### src/rtl/wsg_sound.sv
// Namco-style 3-voice waveform sound generator: CPU register file, per-voice phase
// accumulators, wave PROM fetch, volume scaling and a 3-voice mix per output sample.
module wsg_sound #(
  parameter int CLK_HZ  = 47828000,
  parameter int STEP_HZ = 72000
) (
  input  logic       clk,
  input  logic       resetn,
  input  logic       wr_en,
  input  logic [4:0] wr_addr,
  input  logic [3:0] wr_data,
  input  logic       sound_en,
  output logic       prom_rd,
  output logic [7:0] prom_addr,
  input  logic [3:0] prom_data_a,
  input  logic [3:0] prom_data_b,
  output logic [9:0] sample,
  output logic       sample_valid
);

  localparam int DIV = CLK_HZ / STEP_HZ;
  localparam int CW  = $clog2(DIV + 1);
  localparam logic [CW-1:0] CNT_TERM  = CW'(DIV);
  localparam logic [CW-1:0] CNT_FETCH = CW'(DIV / 2 - 1);

  logic [3:0]        regs [32];
  logic [19:0]       acc  [3];
  logic [CW-1:0]     cnt;
  logic [1:0]        ch;
  logic [9:0]        sum;
  logic [7:0]        contrib;
  logic              rd_q;

  logic [4:0]        base;
  logic [3:0]        wave;
  logic [3:0]        vol;
  logic [19:0]       freq;
  logic [3:0]        d;
  logic signed [9:0] c_calc;
  logic [9:0]        contrib_ext;

  // Voice register map: each voice's block sits 5 registers above the previous one,
  // and only voice 0 owns a frequency low nibble (reg 0x10).
  always_comb begin
    base = 5'd0;
    case (ch)
      2'd1:    base = 5'd5;
      2'd2:    base = 5'd10;
      default: base = 5'd0;
    endcase
    wave = regs[5'd5 + base];
    vol  = regs[5'd21 + base];
    freq = {regs[5'd20 + base], regs[5'd19 + base], regs[5'd18 + base],
            regs[5'd17 + base], (ch == 2'd0) ? regs[16] : 4'h0};
    d    = wave[3] ? prom_data_b : prom_data_a;
    c_calc = '0;
    if (sound_en)
      c_calc = $signed({6'b0, vol}) * ($signed({6'b0, d}) - 10'sd7);
    contrib_ext = {{2{contrib[7]}}, contrib};
  end

  always_ff @(posedge clk or negedge resetn) begin
    if (!resetn) begin
      for (int i = 0; i < 32; i++) regs[i] <= '0;
      for (int i = 0; i < 3; i++) acc[i] <= '0;
      cnt          <= '0;
      ch           <= '0;
      sum          <= '0;
      contrib      <= '0;
      rd_q         <= 1'b0;
      prom_rd      <= 1'b0;
      prom_addr    <= '0;
      sample       <= '0;
      sample_valid <= 1'b0;
    end else begin
      prom_rd      <= 1'b0;
      sample_valid <= 1'b0;

      if (wr_en)
        regs[wr_addr] <= wr_data;

      cnt <= (cnt == CNT_TERM) ? '0 : cnt + 1'b1;

      // Issue the fetch one cycle early so prom_rd is high while cnt sits at DIV/2.
      if (cnt == CNT_FETCH) begin
        prom_rd   <= 1'b1;
        prom_addr <= {wave[2:0], acc[ch][17:13]};
      end

      rd_q <= prom_rd;
      if (rd_q)
        contrib <= c_calc[7:0];

      if (cnt == CNT_TERM) begin
        acc[ch] <= acc[ch] + freq;
        if (ch == 2'd2) begin
          sample       <= sum + contrib_ext;
          sum          <= '0;
          ch           <= '0;
          sample_valid <= 1'b1;
        end else begin
          sum <= sum + contrib_ext;
          ch  <= ch + 2'd1;
        end
      end
    end
  end

endmodule
### config.mk
export PLATFORM = sky130hd
export DESIGN_NAME = wsg_sound
export DESIGN_NICKNAME = d
export VERILOG_FILES = /design/src/rtl/wsg_sound.sv
export SDC_FILE = /design/constraint.sdc
export NUM_CORES = 1
export LEC_CHECK = 0
export CORE_MARGIN = 3
export CORE_UTILIZATION = 55
export DETAILED_ROUTE_END_ITERATION = 16
export GPL_TIMING_DRIVEN = 0
export PLACE_DENSITY = 0.73
export SYNTH_ARGS = -nofsm -noshare
export SYNTH_HDL_FRONTEND = slang
export SYNTH_SLANG_ARGS = --single-unit
### constraint.sdc
create_clock -name clk -period 7.3 [get_ports clk]
set_clock_uncertainty 0.05 [all_clocks]
set_input_delay 2.19 -clock clk [delete_from_list [all_inputs] [get_ports clk]]
set_output_delay 2.19 -clock clk [all_outputs]
set_load 0.05 [all_outputs]
==> results.tsv <==
metric	value	unit
outcome	complete, no violations	
cp-start-kind	flip-flop	
antenna_found_initial	0	
synth_compound_area_frac	0.0829	
worst_case_hold_path_end_point	rd_q	
cts.sinks	219	
met2_wirelength	15500	um
cell_family_contributing_the_most_delay_on_the_critical_path	adder cells	
synth_area_leader_cell	sky130_fd_sc_hd__dfrtp_1	
post-cts-setup-buffers	0	
synthFlopType	sky130_fd_sc_hd__dfrtp_1	
r2r_cells	19	
worst_path_largest_cell_delay	620	ps
worstPathRequired	7670	ps
timing.final.crit_period	6990	ps
post-route-drc-count	0	
synth_fp_nets	1233	
drv.max_cap_violation_count	0	
endpoint_kind	flip-flop	
rsz_0062_raised_after_global_routing	no	
proportion_of_synthesized_flip_flops_having_asynchronous_set_or_reset	1.00	
synth_top_area_share	0.428	
grt_max_degree	122	
postCtsHoldBufs	0	
fmaxAchievable	0.143	GHz
floorplan.initialDensity	0.562	
register_bit_total_from_synthesis	219	
synth-adder-area-share	0.0629	
post_synth_num_cell_types	63	
yosysWarnings	0	
fraction_of_final_layout_cells_with_drive_strength_greater_than_1	0.219	
reg2reg_to	contrib[7]	
timing.hold.worst.class	reg -> reg	
synth-xor-area-share	0.0223	
hold-path-cell-count	0	
start_point_of_the_worst_hold_path	prom_rd	
globalplace.congestion	0.925	
post_synth_main_area_contributors	sky130_fd_sc_hd__dfrtp_1 43%, sky130_fd_sc_hd__mux2_2 14%, sky130_fd_sc_hd__mux4_2 7.0%	
vias	9335	
io_pins	41	
post_drt_antenna_nets	0	
drt_pre_antenna_iters	5	
final_hold_viol_count	0	
max-vdd-ir-drop	0.000246	V
worst_ep_arrival_time	7360	ps
synth_top_family_by_area	multiplexers	
htree_levels	1	
grt-ovfl-total	0	
num_antenna_cells	0	
routedWlPerCell	21.0	um
grt.total_usage	0.263	
fin_setup_tns	0	ps
maxSlewViolCount	0	
grt_first_pass_wirelength	51500	um
synthCells	1153	
timing.critical_path.cells	buf_2 -> inv_1 -> ha_1 -> buf_2 -> buf_2 -> buf_2 -> mux2i_1 -> o21ai_0 -> nand2_1 -> fa_1 -> fa_1 -> fa_1 -> inv_1 -> fa_1 -> a21o_1 -> a21oi_1 -> xnor2_1 -> and4_1 -> o32ai_2	
routed_wl	32600	um
clkTransAtPathRegs	60	ps
post-route-period-util	0.958	
slew_at_the_pin_closest_to_its_max_slew_limit	913	ps
port-buffer-count	40	
criticalPathCategory	reg -> reg	
critical_path.n_buffers_inverters	6	
final_net_count	1300	
numCtsBuffers	25	
place_hpwl	23400	um
tritoncts_clock_tree	yes	
avgViaCountPerCell	6.02	
initialDrtViolationCount	684	
power.density	231	nW/um^2
cts.root.buffer_cell	sky130_fd_sc_hd__clkbuf_16	
setup_slack	310	ps
slew_headroom	0.391	
detailroute.wirelength.met3	1790	um
syn_area	12800	um^2
rr_startpoint	ch[1]	
setup_viol	0	
synth-edff-count	0	
die-height	159	um
reg2reg_setup_slack	310	ps
core-area	22800	um^2
critPathMaxFanout	19	
synth.avg_cell_area	11.1	um^2
die_area	25100	um^2
clock_insertion_delay_worst_skew	530	ps
route.layer.met1.wl	14200	um
flow.area_growth_from_synthesis	13.2	%
maxUsedRoutingLayer	met4	
dp_slack	-238	ps
synth_simple_gate_area_frac	0.112	
floorplan.rows	55	
power.static_leakage	0.00650	uW
clock_path_buffers	3	
grt_pass1_vias	9211	
yosys-mux-area-fraction	0.257	
die_w	159	um
cp_slowest_cell	sky130_fd_sc_hd__o21ai_0	
synth.yosys.seq_area_share	0.428	
cells in the final DEF (no fill, tap or decap), drive strengths merged, types with 9 or more instances in the layout:
master and instances:
a211oi 11, a21o 11, a21oi 36, and2 10, buf 19, clkbuf 74
clkdlybuf4s50 39, dfrtp 219, fa 9, ha 50, inv 51, mux2 162
mux2i 55, mux4 40, nand2 120, nand3 36, nor2 88, o21ai 50
o31ai 9, xnor2 20, xor2 10
through the flow:
stage / std cells / instance area, um^2 / power (uW) / utilization / hold WS, ps
after global routing: 1551 / 14500 / 3490 / 0.636 / 382
after detailed placement: 1507 / 13600 / 2050 / 0.598 / 353
after CTS: 1551 / 14500 / 3360 / 0.636 / 367
after global placement: 1506 / 13600 / 2020 / 0.597 / 351
after floorplan: 1153 / 12800 / 1840 / - / 395
final: 1551 / 14500 / 3350 / 0.636 / 356
synthesized netlist by cell type, types with 5 or more instances:
cell                       instances
sky130_fd_sc_hd__dfrtp_1         219
sky130_fd_sc_hd__mux2_2          159
sky130_fd_sc_hd__nand2_1         120
sky130_fd_sc_hd__nor2_1           88
sky130_fd_sc_hd__mux2i_1          54
sky130_fd_sc_hd__inv_1            51
sky130_fd_sc_hd__ha_1             50
sky130_fd_sc_hd__o21ai_0          49
sky130_fd_sc_hd__clkbuf_1         40
sky130_fd_sc_hd__mux4_2           40
sky130_fd_sc_hd__a21oi_1          36
sky130_fd_sc_hd__nand3_1          36
sky130_fd_sc_hd__xnor2_1          20
sky130_fd_sc_hd__a211oi_1         11
sky130_fd_sc_hd__a21o_1           11
sky130_fd_sc_hd__buf_2            11
sky130_fd_sc_hd__xor2_1           10
sky130_fd_sc_hd__fa_1              9
sky130_fd_sc_hd__o31ai_1           9
sky130_fd_sc_hd__a211o_1           8
sky130_fd_sc_hd__nor3_1            8
sky130_fd_sc_hd__and2_1            7
sky130_fd_sc_hd__nand2b_1          7
sky130_fd_sc_hd__nor3b_1           7
sky130_fd_sc_hd__nand3b_1          6
sky130_fd_sc_hd__a22o_1            5
sky130_fd_sc_hd__o21bai_1          5
sky130_fd_sc_hd__or4_1             5
how the worst max path moves through the flow:
| stage | startpoint | to | slack, ps | cells after the start |
|---|---|---|---|---|
| after detailed placement | ch[1] | contrib[7] | -240 | 20 |
| after global placement | resetn | regs[102] | -5310 | 1 |
| after floorplan | ch[1] | contrib[7] | 790 | 23 |
| after CTS | ch[0] | contrib[7] | 220 | 23 |
| final | ch[1] | contrib[7] | 310 | 19 |
| after global routing | ch[1] | contrib[7] | 9 | 19 |
state kept, by name (all words and copies together), names as in the netlist:
| name | cells |
|---|---|
| prom_rd | 1 |
| rd_q | 1 |
| cnt | 10 |
| sample | 10 |
| acc | 54 |
| prom_addr | 8 |
| sample_valid | 1 |
| contrib | 8 |
| ch | 2 |
| regs | 114 |
| sum | 10 |
report_power, final:
group	switching (uW)	internal, uW	leakage (uW)
Combinational	304	294	0.00321
Clock	509	802	0.000427
Sequential	102	1340	0.00287
per-layer routing:
layer,vias up,GRT usage
li1,4278,-
met1,4686,0.369
met2,303,0.432
met3,68,0.0310
met4,0,0.0819
met5,-,0
cells by family after synthesis:
| family | count (synthesis) |
|---|---|
| simple gates | 314 |
| mux | 257 |
| flops | 219 |
| compound gates | 164 |
| buf+inv | 109 |
| fa+ha+maj | 59 |
| xor+xnor | 31 |
cell type report:
type	instances	area (um^2)
multi-input cells	825	6880
inverters	51	191
clock inverters	11	135
plain buffers	57	248
fillers	1825	8290
repair buffers	41	433
well taps	313	392
flip-flops and latches	219	5480
clock buffers	34	729
timing repair:
action,CTS,global route
pin swaps,0,0
endpoints found under the setup margin,1,1
hold endpoints to repair,0,0
resized for setup,0,2
No activity file was read; power rests on OpenSTA's default activity.
